<file path="config.mk">
export PLATFORM = sky130hd
export DESIGN_NAME = or1200_pcu_sampler
export DESIGN_NICKNAME = d
export VERILOG_FILES = /design/src/rtl/or1200_pcu_sampler.sv
export SDC_FILE = /design/constraint.sdc
export NUM_CORES = 1
export LEC_CHECK = 0
export BUFFER_PORTS_ARGS = -buffer_cell sky130_fd_sc_hd__buf_2
export CAP_MARGIN = 10
export CORE_MARGIN = 3
export CORE_UTILIZATION = 50
export DETAILED_ROUTE_END_ITERATION = 16
export GPL_ROUTABILITY_DRIVEN = 0
export PLACE_DENSITY = 0.79
export SYNTH_ARGS = -nofsm -noshare
export SYNTH_HDL_FRONTEND = slang
export SYNTH_SLANG_ARGS = --single-unit
</file>
<file path="constraint.sdc">
create_clock -name clk -period 14 [get_ports clk]
set_clock_uncertainty 0.05 [all_clocks]
set_input_delay 2.8 -clock clk [delete_from_list [all_inputs] [get_ports clk]]
set_output_delay 2.8 -clock clk [all_outputs]
set_load 0.02 [all_outputs]
</file>
<file path="src/rtl/or1200_pcu_sampler.sv">
// ---------------------------------------------------------------------------
// or1200_pcu_sampler
//
// Walks the eight OR1200 performance-counter SPRs (PCU_BASE .. PCU_BASE+7)
// and stores one snapshot of them. A walk starts on trigger_i, on expiry of
// a free-running sample-period timer, or on a request that arrived while the
// previous walk was still in progress. The CPU shares the PCU SPR port and
// always has priority; the walker simply waits out any CPU access.
//
// Ports
//   clk, rst                  clock, asynchronous active-high reset
//   cpu_spr_cs_i              CPU is accessing the PCU this cycle
//   cpu_spr_write_i/adr_i/dat_i  CPU write flag, address, write data
//   cpu_spr_dat_o             CPU read data (always pcu_spr_dat_i)
//   pcu_spr_write_o/adr_o/dat_o  muxed SPR access towards the PCU
//   pcu_spr_dat_i             PCU read data, valid one cycle after address
//   enable_i, period_i        sample timer enable and reload value
//   trigger_i                 software/debug sample request (level)
//   snap_idx_i, snap_dat_o    combinational snapshot read port
//   busy_o, done_o            walk in progress, one-cycle completion pulse
//   irq_o, irq_clr_i          sticky completion interrupt and its clear
//   overrun_o, ovr_clr_i      sticky dropped-request flag and its clear
//   snap_seq_o                count of completed walks (wraps at 256)
// ---------------------------------------------------------------------------
module or1200_pcu_sampler #(
  parameter logic [31:0] PCU_BASE = 32'h0000_3800,
  parameter int          PERIOD_W = 16
) (
  input  logic                clk,
  input  logic                rst,
  input  logic                cpu_spr_cs_i,
  input  logic                cpu_spr_write_i,
  input  logic [31:0]         cpu_spr_adr_i,
  input  logic [31:0]         cpu_spr_dat_i,
  output logic [31:0]         cpu_spr_dat_o,
  output logic                pcu_spr_write_o,
  output logic [31:0]         pcu_spr_adr_o,
  output logic [31:0]         pcu_spr_dat_o,
  input  logic [31:0]         pcu_spr_dat_i,
  input  logic                enable_i,
  input  logic [PERIOD_W-1:0] period_i,
  input  logic                trigger_i,
  input  logic [2:0]          snap_idx_i,
  output logic [31:0]         snap_dat_o,
  output logic                busy_o,
  output logic                done_o,
  output logic                irq_o,
  output logic                overrun_o,
  output logic [7:0]          snap_seq_o,
  input  logic                irq_clr_i,
  input  logic                ovr_clr_i
);

  localparam logic [1:0] S_IDLE    = 2'd0;
  localparam logic [1:0] S_ISSUE   = 2'd1;
  localparam logic [1:0] S_CAPTURE = 2'd2;
  localparam logic [1:0] S_DONE    = 2'd3;

  logic [1:0]          r_state;
  logic [2:0]          r_idx;
  logic [31:0]         r_snap [0:7];
  logic [7:0]          r_seq;
  logic                r_pending;
  logic                r_irq;
  logic                r_ovr;
  logic [PERIOD_W-1:0] r_timer;

  logic w_expire;
  logic w_req;
  logic w_busy;
  logic w_done;

  // The timer fires while it holds 1; a zero period or disabled timer never
  // fires, so a walk is only ever started by an explicit request then.
  assign w_expire = enable_i && (period_i != '0) && (r_timer == PERIOD_W'(1));
  assign w_req    = trigger_i | w_expire;
  assign w_busy   = (r_state != S_IDLE);
  assign w_done   = (r_state == S_DONE);

  assign busy_o        = w_busy;
  assign done_o        = w_done;
  assign irq_o         = r_irq;
  assign overrun_o     = r_ovr;
  assign snap_seq_o    = r_seq;
  assign snap_dat_o    = r_snap[snap_idx_i];
  assign cpu_spr_dat_o = pcu_spr_dat_i;

  // Sample-period down-counter. While disabled it tracks period_i so that
  // enabling it gives a full period before the first expiry; a zero value
  // (after reset) is reloaded before counting starts.
  always_ff @(posedge clk or posedge rst) begin
    if (rst) begin
      r_timer <= '0;
    end else if (!enable_i || (period_i == '0)) begin
      r_timer <= period_i;
    end else if (w_expire || (r_timer == '0)) begin
      r_timer <= period_i;
    end else begin
      r_timer <= r_timer - PERIOD_W'(1);
    end
  end

  // Walk sequencer. ISSUE only advances when the CPU leaves the port free;
  // CAPTURE always stores because the data being returned belongs to the
  // address issued in the previous cycle, whatever the CPU does now.
  always_ff @(posedge clk or posedge rst) begin
    if (rst) begin
      r_state <= S_IDLE;
      r_idx   <= '0;
      r_seq   <= '0;
      for (int i = 0; i < 8; i++) r_snap[i] <= '0;
    end else begin
      case (r_state)
        S_IDLE: begin
          if (w_req || r_pending) begin
            r_state <= S_ISSUE;
            r_idx   <= '0;
          end
        end
        S_ISSUE: begin
          if (!cpu_spr_cs_i) r_state <= S_CAPTURE;
        end
        S_CAPTURE: begin
          r_snap[r_idx] <= pcu_spr_dat_i;
          if (r_idx == 3'd7) begin
            r_state <= S_DONE;
          end else begin
            r_idx   <= r_idx + 3'd1;
            r_state <= S_ISSUE;
          end
        end
        default: begin
          r_state <= S_IDLE;
          r_idx   <= '0;
          r_seq   <= r_seq + 8'd1;
        end
      endcase
    end
  end

  // One-deep request queue. A walk started from IDLE consumes one request;
  // if a fresh request coincides with a pending one, the fresh one stays
  // queued. While busy, the first request queues and any further request
  // is dropped and flagged as overrun.
  always_ff @(posedge clk or posedge rst) begin
    if (rst) begin
      r_pending <= 1'b0;
    end else if (!w_busy) begin
      r_pending <= r_pending & w_req;
    end else if (w_req) begin
      r_pending <= 1'b1;
    end
  end

  // Sticky status flags; a set in the same cycle as a clear wins.
  always_ff @(posedge clk or posedge rst) begin
    if (rst) begin
      r_irq <= 1'b0;
      r_ovr <= 1'b0;
    end else begin
      if (w_done)         r_irq <= 1'b1;
      else if (irq_clr_i) r_irq <= 1'b0;
      if (w_busy && w_req && r_pending) r_ovr <= 1'b1;
      else if (ovr_clr_i)               r_ovr <= 1'b0;
    end
  end

  // SPR port mux: CPU first, then the walker's read, otherwise idle zeros.
  always_comb begin
    pcu_spr_write_o = 1'b0;
    pcu_spr_adr_o   = '0;
    pcu_spr_dat_o   = '0;
    if (cpu_spr_cs_i) begin
      pcu_spr_write_o = cpu_spr_write_i;
      pcu_spr_adr_o   = cpu_spr_adr_i;
      pcu_spr_dat_o   = cpu_spr_dat_i;
    end else if (r_state == S_ISSUE) begin
      pcu_spr_adr_o   = PCU_BASE + {29'd0, r_idx};
    end
  end

endmodule

</file>
==> run_results.csv <==
group,metric,value,unit
layout,drive_gt1_share,60.4,%
worst_setup_path,worstReg2RegEnd,"r_snap[156]",
sta,fin_crit,7.81,ns
clock_network,cts-root-buf,"clkbuf_16",
global_route,track_usage,21.0,%
routing,viasPerCell,5.47,
sta,fin_crit_sh,55.8,%
die,ioPinCount,264,
routing,post_drt_wl_per_cell,20.2,um
sta,rsz0062_at_grt,"false",
die,initial_core_util,51.2,%
synthesis,synthCells,941,
die,dieArea,0.0298,mm^2
sta,hold_violations,0,
layout,antenna_cells,0,
sta,tns,0,ns
synthesis,synth_flop_cell,"dfrtp_1",
worst_hold_path,hold_path_class,"reg2reg",
synthesis,synth_edf_count,0,
worst_setup_path,critPathKind,"in2out",
clock_network,cts_buffers,30,
synthesis,ys_ff_latch,288,
synthesis,synth.distinct_cells,49,
layout,seq_area,0.00721,mm^2
synthesis,post-synth-top-area-fraction,52.0,%
die,coreArea,0.0271,mm^2
sta,maxSlewHeadroom,17.1,%
layout,final_cell_mix,"288 x dfrtp_1, 287 x mux2_2, 262 x buf_2, 64 x mux4_2, 59 x and2_1",
routing,drt_iter0_drc,568,
routing,dr.pass1.iters,4,
flow_run,max_cap_viol_count,0,
worst_hold_path,whs_path_depth,1,
placed_design,portBuffers,263,
worst_setup_path,reg2regPathDepth,5,
worst_setup_path,cp-start-kind,"input pin",
layout,area_growth,17.5,%
layout,final_common_cell,"dfrtp_1",
global_route,grt_overflow,0,
worst_setup_path,crit_path_end_kind,"output port",
routing,drc_errors,0,
routing,drtAntennaViolNets,0,
die,die_y,173,um
placed_design,dp_hpwl,20500,um
clock_network,post_cts_resized,0,
worst_setup_path,arrival,4.96,ns
global_route,grt_pass1_wl,51200,um
layout,fin_cells,1554,
clock_network,cts_setup_buffers,0,
status,outcome,"finished, final reports clean",
synthesis,avgSynthCellArea,14.7,um^2
clock_network,cts_buffer_depth,3,
clock_network,cts_tree,"done",
die,die_x,173,um
routing,via_count,8497,
power,p_leak,7.76,nW
clock_network,h-tree-depth,1,
synthesis,syn_nets,1069,
synthesis,synth_area_leader_cell,"dfrtp_1",
power,irDropWorstVdd,0.0000710,V
global_route,grt_max_degree,185,
routing,drt-total-wl,31300,um
worst_setup_path,r2r_setup_slack,11.15,ns
worst_setup_path,cp_max_fo,38,
power,powerDensity,150,mW/mm^2
synthesis,synth_area,0.0139,mm^2
clock_network,cts_sinks,288,
global_route,antenna_found_initial,0,
sta,fmax,0.128,GHz
layout,final_net_count,1289,
die,rows,60,
clock_network,holdBufCountCts,0,
worst_hold_path,min_from,"snap_seq_o[7]",
layout,fillCellCount,2088,
synthesis,ys_warn_count,0,
placed_design,post-place-cells,1501,
worst_hold_path,holdPathEnd,"snap_seq_o[7]",
sta,drv_slew,0,
clock_network,clk_latency,0.54,ns
clock_network,clk_pin_slew,0.06,ns
worst_setup_path,cp.required,11.15,ns
global_route,grt_pass1_vias,8983,
synthesis,async_flop_share,100,%
sta,finalSetupViolations,0,
sta,worstMarginPinSlew,1.24,ns
worst_setup_path,reg2reg_from,"r_state[0]",
synthesis,ys_seq_area_share,52.0,%
synthesis,synth.area.top_cells,"dfrtp_1 52%, mux2_2 23%, mux4_2 10%, and2_1 2.7%, buf_4 1.9%",
layout,multi_input_area,0.00612,mm^2
==> state kept, by name, indices dropped and copies added, names as in the netlist <==
register and cells:
r_snap 256, irq_o 1, r_timer 16, r_pending 1, snap_seq_o 8, r_idx 3, overrun_o 1, r_state 2
==> routing by layer <==
| metal | vias to the layer above | global-route usage (%) | routed length, um |
|---|---|---|---|
| li1 | 3838 | - | - |
| met1 | 4465 | 30.8 | 14600 |
| met2 | 160 | 34.3 | 15200 |
| met3 | 34 | 3.16 | 1140 |
| met4 | 0 | 3.28 | 429 |
| met5 | - | 0 | 0 |
==> critical path: stages <==
cell and delay (ns):
buf_4 0.40, buf_4 0.69, mux4_2 0.59, mux2_2 0.28, buf_2 0.16
==> power by group <==
part / switching [mW] / internal (mW) / leakage (nW)
Clock: 0.321 / 0.512 / 0.514
Sequential: 0.0986 / 1.00 / 3.68
Combinational: 0.235 / 0.284 / 3.57
Total: 0.655 / 1.80 / 7.76
==> synth_stat cells, types with 2 or more instances <==
library cell	n
mux2_2	287
nor3_1	4
xnor2_1	8
buf_6	5
clkbuf_1	12
ha_1	5
inv_1	7
mux2_1	2
mux4_2	64
nor4_1	5
xor2_1	12
nand3_1	4
a32o_1	2
a21o_1	3
dfrtp_1	288
nand2_2	7
o21ai_2	15
nand4_1	3
nor2_1	14
nor3_2	2
buf_4	35
a31o_2	3
nand3b_1	3
o21ai_0	7
nand2_1	27
nor3b_2	2
nand2b_1	3
and2_1	59
buf_2	33
==> cell families (layout without fill, tap and decap cells) <==
group,count (synthesis),after routing,share of synthesized area [%]
flops,288,288,52.0
mux,353,353,33.9
compound gates,38,38,2.26
fa+ha+maj,5,5,0.451
simple gates,143,143,6.09
buf+inv,94,335,4.14
xor+xnor,20,20,1.26
==> area by class of cell <==
class | instances | area share, %
clock inverter | 12 | 1.25
tap | 372 | 2.86
sequential | 288 | 44.2
multi-input combinational | 559 | 37.6
timing repair buffer | 275 | 8.72
inverter | 7 | 0.207
clock buffer | 41 | 5.17
==> metrics by stage <==
stage | hold slack, ns | area (um^2) | total power [mW] | utilization, % | setup WS, ns
floorplan | 0.403 | 13900 | 1.48 | - | 3.20
global placement | 0.415 | 15200 | 1.61 | 56.3 | 6.12
detailed placement | 0.419 | 15200 | 1.64 | 56.3 | 6.11
CTS | 0.428 | 16300 | 2.48 | 60.1 | 6.11
global route | 0.454 | 16300 | 2.57 | 60.1 | 5.99
finish | 0.427 | 16300 | 2.45 | 60.1 | 6.19
==> worst max path at each step <==
stage	cells past startpoint	slack [ns]	end	startpoint
6_report	5	6.19	snap_dat_o[1]	snap_idx_i[0]
5_1_grt	5	5.99	snap_dat_o[27]	snap_idx_i[0]
4_1_cts	5	6.11	snap_dat_o[1]	snap_idx_i[0]
3_5_place_dp	5	6.11	snap_dat_o[1]	snap_idx_i[0]
3_3_place_gp	5	6.12	snap_dat_o[27]	snap_idx_i[0]
2_1_floorplan	1	3.20	irq_o	rst
Note: power is estimated with default switching activity, not from simulation.
